==> src/rtl/hilo_muldiv_ctrl_pkg.sv <==
// Shared types and opcode decode helpers for the HI/LO multiply controller.
package muldiv_pkg;

   // Multiply-class opcodes presented by the EX stage; codes 9..15 are unused
   typedef enum logic [3:0] {
      MD_NOP   = 4'd0,
      MD_MULT  = 4'd1,
      MD_MULTU = 4'd2,
      MD_MADD  = 4'd3,
      MD_MADDU = 4'd4,
      MD_MSUB  = 4'd5,
      MD_MSUBU = 4'd6,
      MD_MTHI  = 4'd7,
      MD_MTLO  = 4'd8
   } md_op_t;

   // Controller states: idle, waiting on the multiplier, accumulate writeback
   typedef enum logic [1:0] {
      ST_IDLE = 2'd0,
      ST_MUL  = 2'd1,
      ST_ACC  = 2'd2
   } md_state_t;

   // True for every op that needs the multiplier
   function automatic logic is_mul(input md_op_t op);
      case (op)
         MD_MULT, MD_MULTU, MD_MADD, MD_MADDU, MD_MSUB, MD_MSUBU: is_mul = 1'b1;
         default:                                                is_mul = 1'b0;
      endcase
   endfunction

   // True for ops whose product is two's-complement signed
   function automatic logic is_signed(input md_op_t op);
      case (op)
         MD_MULT, MD_MADD, MD_MSUB: is_signed = 1'b1;
         default:                  is_signed = 1'b0;
      endcase
   endfunction

   // True for ops that fold the product into the existing HI/LO
   function automatic logic is_acc(input md_op_t op);
      case (op)
         MD_MADD, MD_MADDU, MD_MSUB, MD_MSUBU: is_acc = 1'b1;
         default:                              is_acc = 1'b0;
      endcase
   endfunction

   // True for accumulate ops that subtract the product
   function automatic logic is_sub(input md_op_t op);
      case (op)
         MD_MSUB, MD_MSUBU: is_sub = 1'b1;
         default:           is_sub = 1'b0;
      endcase
   endfunction

endpackage

==> src/rtl/hilo_muldiv_ctrl_if.sv <==
// Bundle of the EX-stage request, multiplier handshake and HI/LO result signals.
interface hilo_muldiv_ctrl_if #(parameter int W = 32);
   import muldiv_pkg::*;

   logic         op_valid;
   md_op_t       op;
   logic [W-1:0] op_a;
   logic [W-1:0] op_b;
   logic         flush;
   logic         busy;
   logic         mul_in_valid;
   logic         mul_sign;
   logic [W-1:0] mul_a;
   logic [W-1:0] mul_b;
   logic         mul_out_valid;
   logic [W-1:0] mul_hi;
   logic [W-1:0] mul_lo;
   logic [W-1:0] hi;
   logic [W-1:0] lo;

   // Pipeline and multiplier side: drives requests and products, observes results
   modport master (
      output op_valid, op, op_a, op_b, flush, mul_out_valid, mul_hi, mul_lo,
      input  busy, mul_in_valid, mul_sign, mul_a, mul_b, hi, lo
   );

   // Controller side
   modport slave (
      input  op_valid, op, op_a, op_b, flush, mul_out_valid, mul_hi, mul_lo,
      output busy, mul_in_valid, mul_sign, mul_a, mul_b, hi, lo
   );

endinterface

==> src/rtl/hilo_muldiv_ctrl_acc.sv <==
// Combinational 2W-bit add/subtract of {hi,lo} with the latched product, wrapping modulo 2^2W.
module hilo_acc #(
   parameter int W = 32
) (
   input  logic [W-1:0] hi,
   input  logic [W-1:0] lo,
   input  logic [W-1:0] prod_hi,
   input  logic [W-1:0] prod_lo,
   input  logic         sub,
   output logic [W-1:0] res_hi,
   output logic [W-1:0] res_lo
);

   logic [2*W-1:0] acc;
   logic [2*W-1:0] prod;
   logic [2*W-1:0] res;

   assign acc  = {hi, lo};
   assign prod = {prod_hi, prod_lo};

   // Signedness only matters for the product, so the accumulate is a plain wrap-around add/sub
   always_comb begin
      res = sub ? (acc - prod) : (acc + prod);
   end

   assign res_hi = res[2*W-1:W];
   assign res_lo = res[W-1:0];

endmodule

==> src/rtl/hilo_muldiv_ctrl.sv <==
// Sequences multiply-class ops on the shared multiplier and owns the architectural HI/LO registers.
module hilo_muldiv_ctrl
   import muldiv_pkg::*;
#(
   parameter int W = 32
) (
   input logic               clk,
   input logic               rst,
   hilo_muldiv_ctrl_if.slave bus
);

   md_state_t    state;
   md_state_t    state_n;
   md_op_t       op_reg;
   logic [W-1:0] a_reg;
   logic [W-1:0] b_reg;
   logic         sign_reg;
   logic [W-1:0] prod_hi_reg;
   logic [W-1:0] prod_lo_reg;
   logic [W-1:0] hi_reg;
   logic [W-1:0] lo_reg;
   logic [W-1:0] acc_hi;
   logic [W-1:0] acc_lo;

   logic latch_ops;
   logic latch_prod;
   logic wr_hi;
   logic wr_lo;
   logic wr_prod;
   logic wr_acc;
   logic busy_c;
   logic in_valid_c;

   hilo_acc #(.W(W)) u_acc (
      .hi      (hi_reg),
      .lo      (lo_reg),
      .prod_hi (prod_hi_reg),
      .prod_lo (prod_lo_reg),
      .sub     (is_sub(op_reg)),
      .res_hi  (acc_hi),
      .res_lo  (acc_lo)
   );

   // State register
   always_ff @(posedge clk) begin
      if (rst) state <= ST_IDLE;
      else     state <= state_n;
   end

   // Next state, stall request and write strobes; flush suppresses every write and drops busy
   always_comb begin
      state_n    = state;
      busy_c     = 1'b0;
      in_valid_c = 1'b0;
      latch_ops  = 1'b0;
      latch_prod = 1'b0;
      wr_hi      = 1'b0;
      wr_lo      = 1'b0;
      wr_prod    = 1'b0;
      wr_acc     = 1'b0;
      unique case (state)
         ST_IDLE: begin
            if (bus.op_valid && !bus.flush) begin
               if (is_mul(bus.op)) begin
                  busy_c    = 1'b1;
                  latch_ops = 1'b1;
                  state_n   = ST_MUL;
               end else if (bus.op == MD_MTHI) begin
                  wr_hi = 1'b1;
               end else if (bus.op == MD_MTLO) begin
                  wr_lo = 1'b1;
               end
            end
         end
         ST_MUL: begin
            in_valid_c = 1'b1;
            if (bus.flush) begin
               state_n = ST_IDLE;
            end else if (bus.mul_out_valid) begin
               if (is_acc(op_reg)) begin
                  latch_prod = 1'b1;
                  busy_c     = 1'b1;
                  state_n    = ST_ACC;
               end else begin
                  wr_prod = 1'b1;
                  state_n = ST_IDLE;
               end
            end else begin
               busy_c = 1'b1;
            end
         end
         ST_ACC: begin
            wr_acc  = !bus.flush;
            state_n = ST_IDLE;
         end
         default: state_n = ST_IDLE;
      endcase
   end

   // Operand and product capture; operands stay frozen for the whole multiply
   always_ff @(posedge clk) begin
      if (rst) begin
         op_reg      <= MD_NOP;
         a_reg       <= '0;
         b_reg       <= '0;
         sign_reg    <= 1'b0;
         prod_hi_reg <= '0;
         prod_lo_reg <= '0;
      end else begin
         if (latch_ops) begin
            op_reg   <= bus.op;
            a_reg    <= bus.op_a;
            b_reg    <= bus.op_b;
            sign_reg <= is_signed(bus.op);
         end
         if (latch_prod) begin
            prod_hi_reg <= bus.mul_hi;
            prod_lo_reg <= bus.mul_lo;
         end
      end
   end

   // Architectural HI/LO update from moves, plain products or the accumulator
   always_ff @(posedge clk) begin
      if (rst) begin
         hi_reg <= '0;
         lo_reg <= '0;
      end else if (wr_prod) begin
         hi_reg <= bus.mul_hi;
         lo_reg <= bus.mul_lo;
      end else if (wr_acc) begin
         hi_reg <= acc_hi;
         lo_reg <= acc_lo;
      end else begin
         if (wr_hi) hi_reg <= bus.op_a;
         if (wr_lo) lo_reg <= bus.op_a;
      end
   end

   assign bus.busy         = busy_c;
   assign bus.mul_in_valid = in_valid_c;
   assign bus.mul_sign     = sign_reg;
   assign bus.mul_a        = (state == ST_IDLE) ? bus.op_a : a_reg;
   assign bus.mul_b        = (state == ST_IDLE) ? bus.op_b : b_reg;
   assign bus.hi           = hi_reg;
   assign bus.lo           = lo_reg;

endmodule
==> src/flat_wrapper.sv <==
// flat-port wrapper written by rule: the top's interface ports become plain ports
module hilo_muldiv_ctrl_flat import muldiv_pkg::*;
#(
   parameter int W = 32
)
  (clk, rst, bus_op_valid, bus_op, bus_op_a, bus_op_b, bus_flush, bus_mul_out_valid, bus_mul_hi, bus_mul_lo, bus_busy, bus_mul_in_valid, bus_mul_sign, bus_mul_a, bus_mul_b, bus_hi, bus_lo);
  hilo_muldiv_ctrl_if #(.W(W)) bus_i ();
  input logic clk;
  input logic rst;
  input wire logic [$bits(bus_i.op_valid)-1:0] bus_op_valid;
  input wire logic [$bits(bus_i.op)-1:0] bus_op;
  input wire logic [$bits(bus_i.op_a)-1:0] bus_op_a;
  input wire logic [$bits(bus_i.op_b)-1:0] bus_op_b;
  input wire logic [$bits(bus_i.flush)-1:0] bus_flush;
  input wire logic [$bits(bus_i.mul_out_valid)-1:0] bus_mul_out_valid;
  input wire logic [$bits(bus_i.mul_hi)-1:0] bus_mul_hi;
  input wire logic [$bits(bus_i.mul_lo)-1:0] bus_mul_lo;
  output wire logic [$bits(bus_i.busy)-1:0] bus_busy;
  output wire logic [$bits(bus_i.mul_in_valid)-1:0] bus_mul_in_valid;
  output wire logic [$bits(bus_i.mul_sign)-1:0] bus_mul_sign;
  output wire logic [$bits(bus_i.mul_a)-1:0] bus_mul_a;
  output wire logic [$bits(bus_i.mul_b)-1:0] bus_mul_b;
  output wire logic [$bits(bus_i.hi)-1:0] bus_hi;
  output wire logic [$bits(bus_i.lo)-1:0] bus_lo;
  assign bus_i.op_valid = bus_op_valid;
  assign bus_i.op = bus_op;
  assign bus_i.op_a = bus_op_a;
  assign bus_i.op_b = bus_op_b;
  assign bus_i.flush = bus_flush;
  assign bus_i.mul_out_valid = bus_mul_out_valid;
  assign bus_i.mul_hi = bus_mul_hi;
  assign bus_i.mul_lo = bus_mul_lo;
  assign bus_busy = bus_i.busy;
  assign bus_mul_in_valid = bus_i.mul_in_valid;
  assign bus_mul_sign = bus_i.mul_sign;
  assign bus_mul_a = bus_i.mul_a;
  assign bus_mul_b = bus_i.mul_b;
  assign bus_hi = bus_i.hi;
  assign bus_lo = bus_i.lo;
  hilo_muldiv_ctrl #(.W(W)) u_core (.clk(clk), .rst(rst), .bus(bus_i));
endmodule
==> config.mk <==
export PLATFORM = sky130hd
export DESIGN_NAME = hilo_muldiv_ctrl_flat
export DESIGN_NICKNAME = d
export VERILOG_FILES = /design/src/rtl/hilo_muldiv_ctrl_pkg.sv /design/src/rtl/hilo_muldiv_ctrl_if.sv /design/src/rtl/hilo_muldiv_ctrl_acc.sv /design/src/rtl/hilo_muldiv_ctrl.sv /design/src/flat_wrapper.sv
export SDC_FILE = /design/constraint.sdc
export NUM_CORES = 1
export LEC_CHECK = 0
export BUFFER_PORTS_ARGS = -buffer_cell sky130_fd_sc_hd__buf_4
export CORE_MARGIN = 5
export CORE_UTILIZATION = 57
export DETAILED_ROUTE_END_ITERATION = 12
export GPL_ROUTABILITY_DRIVEN = 1
export PLACE_DENSITY = 0.94
export SKIP_LAST_GASP = 1
export SYNTH_ARGS = -nofsm -noshare
export SYNTH_HDL_FRONTEND = slang
export SYNTH_HIERARCHICAL = 1
export SYNTH_SLANG_ARGS = --single-unit
==> constraint.sdc <==
create_clock -name clk -period 6.8 [get_ports clk]
set_clock_uncertainty 0.2 [all_clocks]
set_input_delay 1.36 -clock clk [delete_from_list [all_inputs] [get_ports clk]]
set_output_delay 1.36 -clock clk [all_outputs]
set_load 0.01 [all_outputs]
==> Word-level counts from Yosys, hierarchy flattened <==
Cells that the tools add are included.
{ "classes": {"mux": 49, "eq_ne": 17, "addsub": 2, "reduce_logical": 10} }
{ "ops": {"columns": ["op", "n"], "rows": [
  ["$mux 32", 8],
  ["$add 64x64->64", 1],
  ["$mux 64", 1],
  ["$sub 64x64->64", 1],
  ["$mux 1", 33],
  ["$eq 4x3->1 const B", 7],
  ["$eq 4x2->1 const B", 3],
  ["$mux 2", 5],
  ["$reduce_bool 3->1", 2],
  ["$reduce_or 6->1", 1],
  ["$eq 4x1->1 const B", 1],
  ["$eq 4x4->1 const B", 1],
  ["$ne 2x1->1 const B", 2],
  ["$pmux 2 s2", 1],
  ["$reduce_or 4->1", 1],
  ["$ne 3x3->1 const B", 1],
  ["$reduce_and 3->1", 1],
  ["$reduce_or 3->1", 1],
  ["$eq 2x1->1 const B", 1],
  ["$eq 2x2->1 const B", 1],
  ["$logic_not 2->1", 1],
  ["$pmux 1 s2", 1],
  ["$reduce_or 2->1", 1],
  ["$logic_and 1x1->1", 1],
  ["$logic_not 1->1", 1]
]} }
{ "totals": {"regBits": 199, "in_bits": 137, "word_cells": 87, "output_inout_bits": 131} }

==> Logic depth before layout (Yosys ltp) <==
Gate-level depths: netlist of run 1.
{ "depth": {"ltp_word": 11, "depth_mapped": 25, "depth_no_buf": 24} }

==> Hierarchy <==
Netlist of run 1, hierarchy kept.
{ "by_module_without_submodules": {"columns": ["mod", "cells_per_inst", "n_inst", "area_each_um2"], "rows": [
  ["hilo_muldiv_ctrl", 803, 1, 8949.8],
  ["hilo_acc", 808, 1, 5252.5]
]} }

==> Least setup slack after synthesis of run 1 <==
OpenSTA, ideal clock, no wires.
{ "synth_timing": {"kind": "reg-to-reg", "start": "register u_core.prod_lo_reg[9]", "end": "register u_core.hi_reg[30], in the netlist u_core/bus.hi[30]", "setup_time_ps": 125, "stages_incl_launch_ff": 23, "slack_ps": 1881, "arrival_ps": 4594, "required_ps": 6475, "cell_sequence": "dfxtp_1 -> or3_1 -> or3_1 -> nor3_2 -> nand2_1 -> nor2_1 -> a21oi_1 -> nor2_1 -> o21ai_0 -> xnor2_1 -> ha_1 -> clkbuf_1 -> a21o_1 -> a21o_1 -> a21o_1 -> or3_1 -> o21ai_1 -> o21ai_1 -> a311oi_1 -> xnor2_1 -> mux2_2 -> mux2i_1 -> o2bb2ai_1"} }
{ "synth_via": {"elab_chain_cells": 4, "elab_cells_between_ends": 5, "cone_classes": "2 x add/sub; 3 x mux"} }
{ "synth_lines": {"columns": ["element", "line", "source"], "rows": [
  ["start: declaration", "hilo_muldiv_ctrl.sv:19", "logic [W-1:0] prod_lo_reg;"],
  ["start signal: assignment", "hilo_muldiv_ctrl.sv:118", "prod_lo_reg <= bus.mul_lo;"],
  ["$add 64x64->64 / $sub 64x64->64 (equally long branches)", "hilo_muldiv_ctrl_acc.sv:23", "res = sub ? (acc - prod) : (acc + prod);"],
  ["$mux 64 *", "hilo_muldiv_ctrl_acc.sv:23", null],
  ["named net u_core.acc_hi[30]", "hilo_muldiv_ctrl.sv:22", "logic [W-1:0] acc_hi;"],
  ["$mux 32 *", "hilo_muldiv_ctrl.sv:131", "end else if (wr_acc) begin"],
  ["$mux 32 *", "hilo_muldiv_ctrl.sv:128", "end else if (wr_prod) begin"],
  ["end signal: assignment", "hilo_muldiv_ctrl.sv:129", "hi_reg <= bus.mul_hi;"],
  ["end signal: assignment", "hilo_muldiv_ctrl.sv:132", "hi_reg <= acc_hi;"],
  ["end signal: assignment", "hilo_muldiv_ctrl.sv:135", "if (wr_hi) hi_reg <= bus.op_a;"],
  ["end: declaration", "hilo_muldiv_ctrl.sv:20", "logic [W-1:0] hi_reg;"]
]} }
The timed path passes the listed nets; every way through them passes the cells marked *.
A chain may end at the register's enable or synchronous reset.

==> Worst setup path in the final report of run 1 <==
{ "layout_timing": {"start": "register u_core.prod_lo_reg[0]", "end": "register u_core.hi_reg[31], in the netlist u_core/bus.hi[31]"} }
Same word-level chain as after synthesis.

==> out/metrics.yaml, run 1 <==
drt-total-wl_mm: 48.6
p_leak_nw: 7.66
cts_made_buffers: 17
critPathLaunchType: "flip-flop"
wl_per_cell_um: 22.7
rows: 57
pwr_density_cell_nw_per_um2: 176
outcome: "finished, final reports clean"
rsz0062_at_grt: "no"
ys_seq_elements: 199
worst-setup-path-type: "reg2reg"
drive_gt1_frac: 0.258
crit_fanout: 6
startpoint: "u_core/prod_lo_reg[0]"
vias_per_cell: 6.49
max_freq_mhz: 162
seq_area_frac_synth: 0.281
core_um2: 24500
firstDrtPassIters: 7
worst_ep_arrival_time_ps: 6260
fin_area_um2: 16800
worstPathRequired_ps: 6900
fp.dieW_um: 168
place.gp.congestion: 1.07
initialDrtViolationCount: 1693
clk_pin_slew_ps: 80
area_growth_pct: 18.6
layout_commonest_cell: "buf_4"
hpwlAfterDp_mm: 36.5
min_from: "u_core/a_reg[24]"
clock_path_buffers: 2
netlist_instances: 1611
synth_ff_type: "dfxtp_1"
dieArea_um2: 28200
io_pins: 268
grt_remaining_overflow: 0
cts-root-buf: "clkbuf_16"
ys_warn_count: 6
diodes: 0
ir_drop_uv: 147
setup_viol: 0
mostFrequentLayoutCells: "283 x buf_4, 199 x dfxtp_1, 187 x nor2_1, 129 x mux2i_1, 128 x mux2_2"
die_y_um: 168
cts_tree: "built"
synth_edf_count: 0
layout_min_cycle_time_ps: 6160
grt_max_degree: 85
syn-cell-area_um2: 14200
first_global_vias: 13500
antenna_left: 0
drv_cap: 0
cpMaxStageDelayCell: "and2_1"
io_buffers: 267
drc: 0
tightest_slew_ps: 1330
slew_violations: 0
end_kind: "flip-flop"
synthArstFlopShare: 0
placed_cell_area_um2: 16300
routed-via-count: 13900
grt_use_total: 0.329
finalCritPeriodShare: 0.906
cts_resized: 0
start_util: 0.581
clock-sinks: 199
h-tree-depth: 4
clock_latency_ps: 440
min_path_type: "reg2reg"
grt_pass1_wl_mm: 75.3
layout.nets: 2012
syn_avg_cell_area_um2: 8.82
fin_ws_ps: 638
cts_setup_buffers: 0
path_delay_family: "simple AND/OR/NAND/NOR gates"
fin_util: 0.689
reg2reg_from: "u_core/prod_lo_reg[0]"
path_cells: "inv_1 -> ha_1 -> nor2b_1 -> nand3_1 -> nor2_1 -> and4_1 -> nor2b_1 -> and2_1 -> a21oi_1 -> xnor2_1 -> ha_1 -> a21o_1 -> a211o_1 -> a31oi_1 -> o311ai_0 -> a22oi_1 -> nand2_1 -> a21oi_1 -> o21ai_0 -> xnor2_1 -> mux2_2 -> mux2i_1 -> o2bb2ai_1"
cts_hold_buf: 0
dpl_worst_slack_ps: 964
antenna_found_initial: 0
hold_viol_final: 0
slowest_delay_ps: 400
crit_buf_inv: 1
max-slew-margin-rel: 0.113
ys_types: 82
setup_tns_ps: 0
syn_nets: 1813
-- cells in the mapped netlist, types with 46 or more instances --
cell / instances / area, um2
dfxtp_1: 199 / 3980
xnor2_1: 93 / 815
a21oi_1: 110 / 551
ha_1: 64 / 801
mux2i_1: 129 / 1290
nor2_1: 189 / 709
mux2_2: 128 / 1440
o21ai_0: 46 / 230
nand2_1: 71 / 267
clkbuf_1: 59 / 221
o2bb2ai_1: 64 / 561
-- metal layers --
metal,share of wire,vias up,track usage
met1,0.40,6583,0.432
li1,-,6376,-
met2,0.45,844,0.523
met4,0.038,2,0.122
met3,0.11,127,0.0825
met5,0.00082,-,0.0104
-- stage by stage --
step	std cells	power [W]	hold WS [ps]
2_1_floorplan	1611	0.00167	238
3_3_place_gp	2115	0.00193	247
3_5_place_dp	2115	0.00194	255
4_1_cts	2147	0.00296	276
5_1_grt	2147	0.00308	293
6_report	2147	0.00297	274
-- final timing paths --
| path | endpoint | slack (ps) | cells past startpoint |
|---|---|---|---|
| min | u_core/a_reg[24] | 270 | 1 |
| max | u_core/bus.hi[31] | 640 | 23 |
| max reg2reg | u_core/bus.hi[31] | 640 | 23 |
| min reg2reg | u_core/a_reg[24] | 270 | 1 |
-- cell families after synthesis --
kind of cell / share of synthesized area
AOI/OAI and AO/OA: 0.209
muxes: 0.192
xor gates and xnor gates: 0.0764
DFF: 0.281
adders and majority gates: 0.0578
buffers and inverters: 0.0449
and+or+nand+nor: 0.139
-- area by class of cell --
type,count,area (um2)
multi-input combinational,1277,9620
sequential,199,3980
inverter,32,120
clock inverter,14,155
tap,324,405
timing repair buffer,283,2120
clock buffer,18,439
fill,1938,7610
-- power breakdown --
part	leakage, nW	switching, W	internal (W)	total [W]
sequential	1.61	0.0000124	0.00118	0.00119
combinational	5.77	0.000415	0.000332	0.000747
clock	0.285	0.000523	0.000504	0.00103
(Power assumes the default switching activity.)
==> run 2, diff against run 1 <==
--- a/config.mk
+++ b/config.mk
@@ -8,9 +8,10 @@
 export BUFFER_PORTS_ARGS = -buffer_cell sky130_fd_sc_hd__buf_4
 export CORE_MARGIN = 5
 export CORE_UTILIZATION = 57
+export CTS_CLUSTER_DIAMETER = 30
 export DETAILED_ROUTE_END_ITERATION = 12
 export GPL_ROUTABILITY_DRIVEN = 1
-export PLACE_DENSITY = 0.94
+export PLACE_DENSITY = 0.87
 export SKIP_LAST_GASP = 1
 export SYNTH_ARGS = -nofsm -noshare
 export SYNTH_HDL_FRONTEND = slang
==> out/metrics.yaml, run 2 (synthesized netlist as in run 1, its figures left out) <==
die_y_um: 168  # unchanged
dieArea_um2: 28200  # unchanged
max_freq_mhz: 166  # was 162 MHz
h-tree-depth: 4  # unchanged
seq_power_share: 0.402  # about the same
worstPathRequired_ps: 6900  # about the same
layout.nets: 2014  # was 2012
slowest_delay_ps: 660  # was 400 ps
drv_cap: 0  # unchanged
start_util: 0.581  # unchanged
cts_setup_buffers: 0  # unchanged
grt_use_total: 0.317  # was 0.329
layout_commonest_cell: "buf_4"  # unchanged
cpMaxStageDelayCell: "nor3_1"  # was and2_1
worst_ep_arrival_time_ps: 6120  # was 6260 ps
slew_violations: 0  # unchanged
p_total_w: 0.00296  # was 0.00297 W
fp.dieW_um: 168  # unchanged
worst-setup-path-type: "reg2reg"  # unchanged
firstDrtPassIters: 6  # was 7
drt-total-wl_mm: 47.3  # was 48.6 mm
critPathLaunchType: "flip-flop"  # unchanged
setup_viol: 0  # unchanged
antenna_left: 0  # unchanged
max-slew-margin-rel: 0.284  # was 0.113
clk_pin_slew_ps: 90  # was 80 ps
finalNonFillerCells: 2149  # was 2147
path_cells: "nor3_1 -> nand2_1 -> nor3_2 -> nand2_1 -> nor2_1 -> a21oi_1 -> xnor2_1 -> ha_1 -> nand4_1 -> nor4_1 -> nor2b_1 -> a211o_1 -> a31oi_1 -> o21ai_1 -> a31oi_1 -> xnor2_1 -> mux2_2 -> mux2i_1 -> o2bb2ai_1"  # was inv_1 -> ha_1 -> nor2b_1 -> nand3_1 -> nor2_1 -> and4_1 -> nor2b_1 -> and2_1 -> a21oi_1 -> xnor2_1 -> ha_1 -> a21o_1 -> a211o_1 -> a31oi_1 -> o311ai_0 -> a22oi_1 -> nand2_1 -> a21oi_1 -> o21ai_0 -> xnor2_1 -> mux2_2 -> mux2i_1 -> o2bb2ai_1
end_kind: "flip-flop"  # unchanged
wl_per_cell_um: 22.0  # was 22.7 um
hpwlAfterDp_mm: 35.9  # was 36.5 mm
first_global_vias: 13100  # was 13500
grt_remaining_overflow: 0  # unchanged
cts_tree: "built"  # unchanged
initialDrtViolationCount: 1670  # was 1693
min_path_type: "reg2reg"  # unchanged
drc: 0  # unchanged
clock_latency_ps: 440  # about the same
cts_resized: 0  # unchanged
vias_per_cell: 6.39  # was 6.49
dp_cells: 2117  # was 2115
cts-root-buf: "clkbuf_16"  # unchanged
io_pins: 268  # unchanged
layout_min_cycle_time_ps: 6020  # was 6160 ps
area_growth_pct: 18.8  # was 18.6%
combinationalPowerShare: 0.247  # was 0.252
place.gp.congestion: 1.01  # was 1.07
p_switching_w: 0.000951  # about the same
finalCritPeriodShare: 0.885  # was 0.906
power.share.clock: 0.350  # was 0.346
rsz0062_at_grt: "no"  # unchanged
clock-sinks: 199  # unchanged
grt_pass1_wl_mm: 73.4  # was 75.3 mm
switching_share: 0.321  # about the same
grt_max_degree: 89  # was 85
diodes: 0  # unchanged
io_buffers: 267  # unchanged
core_um2: 24500  # unchanged
cts_made_buffers: 17  # unchanged
antenna_found_initial: 0  # unchanged
fill_cells: 1942  # was 1938
hold_slack_ps: 271  # was 274 ps
setup_tns_ps: 0  # unchanged
routed-via-count: 13700  # was 13900
drive_gt1_frac: 0.259  # was 0.258
mostFrequentLayoutCells: "285 x buf_4, 199 x dfxtp_1, 187 x nor2_1, 129 x mux2i_1, 128 x mux2_2"  # was 283 x buf_4, 199 x dfxtp_1, 187 x nor2_1, 129 x mux2i_1, 128 x mux2_2
rows: 57  # unchanged
outcome: "finished, final reports clean"  # unchanged
ir_drop_uv: 179  # was 147 uV
tightest_slew_ps: 1070  # was 1330 ps
pwr_density_cell_nw_per_um2: 176  # about the same
crit_fanout: 7  # was 6
clock_path_buffers: 2  # unchanged
cts_hold_buf: 0  # unchanged
hold_viol_final: 0  # unchanged
p_int_w: 0.00201  # was 0.00202 W
p_leak_nw: 7.67  # was 7.66 nW
## run 2: changes by cell type in the layout (fill, tap and decap cells not counted)
cell,before,now
clkinv_8,3,6
inv_8,5,4
clkinv_4,2,3
clkbuf_8,1,0
clkinvlp_4,2,1
buf_4,283,285
inv_6,2,1
## run 2: power groups by stage
stage,sequential [W],combinational (W),clock [W]
4_1_cts,0.00119,0.000717,0.00106
2_1_floorplan,0.00122,0.000453,0
5_1_grt,0.00119,0.000782,0.00110
3_3_place_gp,0.00122,0.000707,0
3_5_place_dp,0.00122,0.000712,0
6_report,0.00119,0.000732,0.00104
## run 2: final cells by class
type,instances,area (um2),area share
Clock buffer,17,425,0.0252
Clock inverter,15,185,0.0110
Inverter,32,120,0.00712
Multi-Input combinational cell,1277,9620,0.570
Sequential cell,199,3980,0.236
Tap cell,324,405,0.0240
Timing Repair Buffer,285,2140,0.127
## run 2: worst max-delay path, delay by kind of cell (launching register included)
kind,cells,cell delay (ps)
and+or+nand+nor,8,2850
adders and majority gates,1,430
muxes,2,390
DFF,1,360
xor gates and xnor gates,2,360
AOI/OAI and AO/OA,6,1290
## run 2: stage by stage
step           cell area, um2  utilization  setup WS (ps)
6_report                16900        0.690            780
5_1_grt                 16900        0.690            510
4_1_cts                 16900        0.690           1030
3_5_place_dp            16300        0.665           1040
3_3_place_gp            16300        0.665           1170
2_1_floorplan           14200            -           1880
## run 2: per-layer routing
metal  vias up  wire [um]  GRT usage
li1       6365          -          -
met1      6503      19800      0.439
met2       790      21500      0.505
met3        83       4530     0.0589
met4         0       1410     0.0992
met5         -          0          0
## run 2: worst paths after layout
kind | startpoint | to | slack [ps] | cells after the start
worst max-delay path | u_core/prod_lo_reg[13] | u_core/bus.hi[24] | 780 | 19
worst min-delay path | u_core/bus.mul_sign | u_core/bus.mul_sign | 270 | 2
worst max register to register | u_core/prod_lo_reg[13] | u_core/bus.hi[24] | 780 | 19
worst min register to register | u_core/bus.mul_sign | u_core/bus.mul_sign | 270 | 2
==> run 3, diff against run 2 <==
==> constraint.sdc (replaced) <==
create_clock -name clk -period 6.8 [get_ports clk]
set_clock_uncertainty 0.2 [all_clocks]
set_input_delay 1.36 -clock clk [delete_from_list [all_inputs] [get_ports clk]]
set_output_delay 1.36 -clock clk [all_outputs]
set_load 0.02 [all_outputs]
==> out/metrics.yaml, run 3 (synthesized netlist as in run 1, its figures left out) <==
outcome: "finished, final reports clean"  # unchanged
r2r_cells: 20  # was 19
drive_gt1_frac: 0.258  # was 0.259
diodes: 0  # unchanged
layout_commonest_cell: "buf_4"  # unchanged
hold_viol_final: 0  # unchanged
cpMaxStageDelayCell: "nor3_1"  # unchanged
rsz0062_at_grt: "no"  # unchanged
worst-setup-path-type: "reg2reg"  # unchanged
cts_tree: "built"  # unchanged
slew_violations: 0  # unchanged
layout_min_cycle_time_ps: 6140  # was 6020 ps
core_um2: 24500  # unchanged
gr-usage-met2: 0.515  # was 0.505
grt_max_degree: 77  # was 89
min_to: "u_core/a_reg[7]"  # was u_core/bus.mul_sign
clock_latency_ps: 450  # was 440 ps
p_leak_nw: 7.67  # about the same
io_pins: 268  # unchanged
place.gp.congestion: 1.01  # about the same
area_growth_pct: 18.8  # unchanged
cts_setup_buffers: 0  # unchanged
grt_use_total: 0.327  # was 0.317
grt_remaining_overflow: 0  # unchanged
clock_path_buffers: 2  # unchanged
min_path_type: "reg2reg"  # unchanged
worstPathRequired_ps: 6920  # was 6900 ps
critPathLaunchType: "flip-flop"  # unchanged
antenna_found_initial: 0  # unchanged
p_total_w: 0.00303  # was 0.00296 W
holdPathStages: 1  # was 2
dp_cells: 2115  # was 2117
reg2reg_from: "u_core/prod_lo_reg[13]"  # unchanged
routed-via-count: 13800  # was 13700
wl_per_cell_um: 22.4  # was 22.0 um
crit_fanout: 7  # unchanged
initialDrtViolationCount: 1553  # was 1670
antenna_left: 0  # unchanged
first_global_vias: 13400  # was 13100
cts_made_buffers: 17  # unchanged
setup_viol: 0  # unchanged
firstDrtPassIters: 8  # was 6
fin_util: 0.690  # unchanged
h-tree-depth: 4  # unchanged
cts_resized: 0  # unchanged
drv_cap: 0  # unchanged
setup_tns_ps: 0  # unchanged
ff2ff_setup_slack_ps: 660  # was 780 ps
drt-total-wl_mm: 48.2  # was 47.3 mm
rr_endpoint: "u_core/bus.hi[29]"  # was u_core/bus.hi[24]
rows: 57  # unchanged
cts-root-buf: "clkbuf_16"  # unchanged
max_freq_mhz: 163  # was 166 MHz
fill_cells: 2031  # was 1942
drc: 0  # unchanged
layout.nets: 2012  # was 2014
min_from: "u_core/a_reg[7]"  # was u_core/bus.mul_sign
top_usage_layer: "met2"  # unchanged
mostFrequentLayoutCells: "282 x buf_4, 199 x dfxtp_1, 187 x nor2_1, 129 x mux2i_1, 128 x mux2_2"  # was 285 x buf_4, 199 x dfxtp_1, 187 x nor2_1, 129 x mux2i_1, 128 x mux2_2
ir_drop_uv: 140  # was 179 uV
cts_hold_buf: 0  # unchanged
finalCritPeriodShare: 0.903  # was 0.885
worst_ep_arrival_time_ps: 6260  # was 6120 ps
finalNonFillerCells: 2147  # was 2149
path_cells: "nor3_1 -> nand2_1 -> nor3_2 -> nand2_1 -> nor2_1 -> a21oi_1 -> nor2_1 -> xor2_1 -> ha_1 -> and3_1 -> nand4_1 -> nor4_1 -> a31oi_1 -> nand4_1 -> a41oi_1 -> o41ai_1 -> xor2_1 -> mux2_2 -> mux2i_1 -> o2bb2ai_1"  # was nor3_1 -> nand2_1 -> nor3_2 -> nand2_1 -> nor2_1 -> a21oi_1 -> xnor2_1 -> ha_1 -> nand4_1 -> nor4_1 -> nor2b_1 -> a211o_1 -> a31oi_1 -> o21ai_1 -> a31oi_1 -> xnor2_1 -> mux2_2 -> mux2i_1 -> o2bb2ai_1
clk_pin_slew_ps: 80  # was 90 ps
pwr_density_cell_nw_per_um2: 179  # was 176 nW/um2
slowest_delay_ps: 660  # about the same
vias_per_cell: 6.42  # was 6.39
dieArea_um2: 28200  # unchanged
clock-sinks: 199  # unchanged
die_y_um: 168  # unchanged
start_util: 0.581  # unchanged
tightest_slew_ps: 1090  # was 1070 ps
max-slew-margin-rel: 0.273  # was 0.284
grt_pass1_wl_mm: 74.7  # was 73.4 mm
io_buffers: 267  # unchanged
hpwlAfterDp_mm: 36.4  # was 35.9 mm
use_met3: 0.0917  # was 0.0589
grt_use_met1: 0.424  # was 0.439
end_kind: "flip-flop"  # unchanged
fp.dieW_um: 168  # unchanged
[run 3: changes by cell type in the layout (fill, tap and decap cells not counted)]
| cell | before | now |
|---|---|---|
| buf_4 | 285 | 282 |
| inv_12 | 0 | 3 |
| clkinv_8 | 6 | 4 |
| inv_6 | 1 | 3 |
| inv_8 | 4 | 2 |
| buf_12 | 0 | 1 |
| clkinv_4 | 3 | 2 |
[run 3: metrics by stage]
| stage | setup WS [ps] | cell area (um2) | hold WS [ps] |
|---|---|---|---|
| after global placement | 1040 | 16300 | 248 |
| final | 659 | 16900 | 277 |
| after global routing | 330 | 16900 | 289 |
| after detailed placement | 980 | 16300 | 254 |
| after floorplan | 1880 | 14200 | 238 |
| after CTS | 900 | 16900 | 279 |
[run 3: worst max path at each step]
stage | startpoint | to | slack [ps] | cells past startpoint
floorplan | u_core/prod_lo_reg[9] | u_core/bus.hi[30] | 1880 | 22
global placement | u_core/prod_lo_reg[13] | u_core/bus.hi[29] | 1040 | 20
detailed placement | u_core/prod_lo_reg[9] | u_core/bus.hi[29] | 980 | 21
CTS | u_core/prod_lo_reg[9] | u_core/bus.hi[29] | 900 | 21
global route | u_core/prod_lo_reg[13] | u_core/bus.hi[29] | 330 | 20
finish | u_core/prod_lo_reg[13] | u_core/bus.hi[29] | 660 | 20
[run 3: final cells by class]
type	count	area, um2	share of cell area
Timing Repair Buffer	283	2140	0.127
Clock inverter	15	188	0.0111
Clock buffer	17	425	0.0252
Inverter	32	120	0.00712
Multi-Input combinational cell	1277	9620	0.570
Sequential cell	199	3980	0.236
Tap cell	324	405	0.0240
[run 3: layer usage]
layer  vias up  share of wire
met3       115          0.099
li1       6363              -
met4         0          0.042
met5         -              0
met1      6578           0.41
met2       726           0.45
[run 3: where the power goes]
part | switching [W] | leakage, nW | internal (W)
registers | 0.0000123 | 1.61 | 0.00118
clock network | 0.000566 | 0.293 | 0.000506
logic | 0.000429 | 5.77 | 0.000333
total | 0.00101 | 7.67 | 0.00202
[run 3: critical path: cells and delay by family (launching register included)]
kind / cells / cell delay [ps]
AOI/OAI and AO/OA: 5 / 1330
xor gates and xnor gates: 2 / 260
adders and majority gates: 1 / 420
DFF: 1 / 360
muxes: 2 / 430
and+or+nand+nor: 10 / 2980
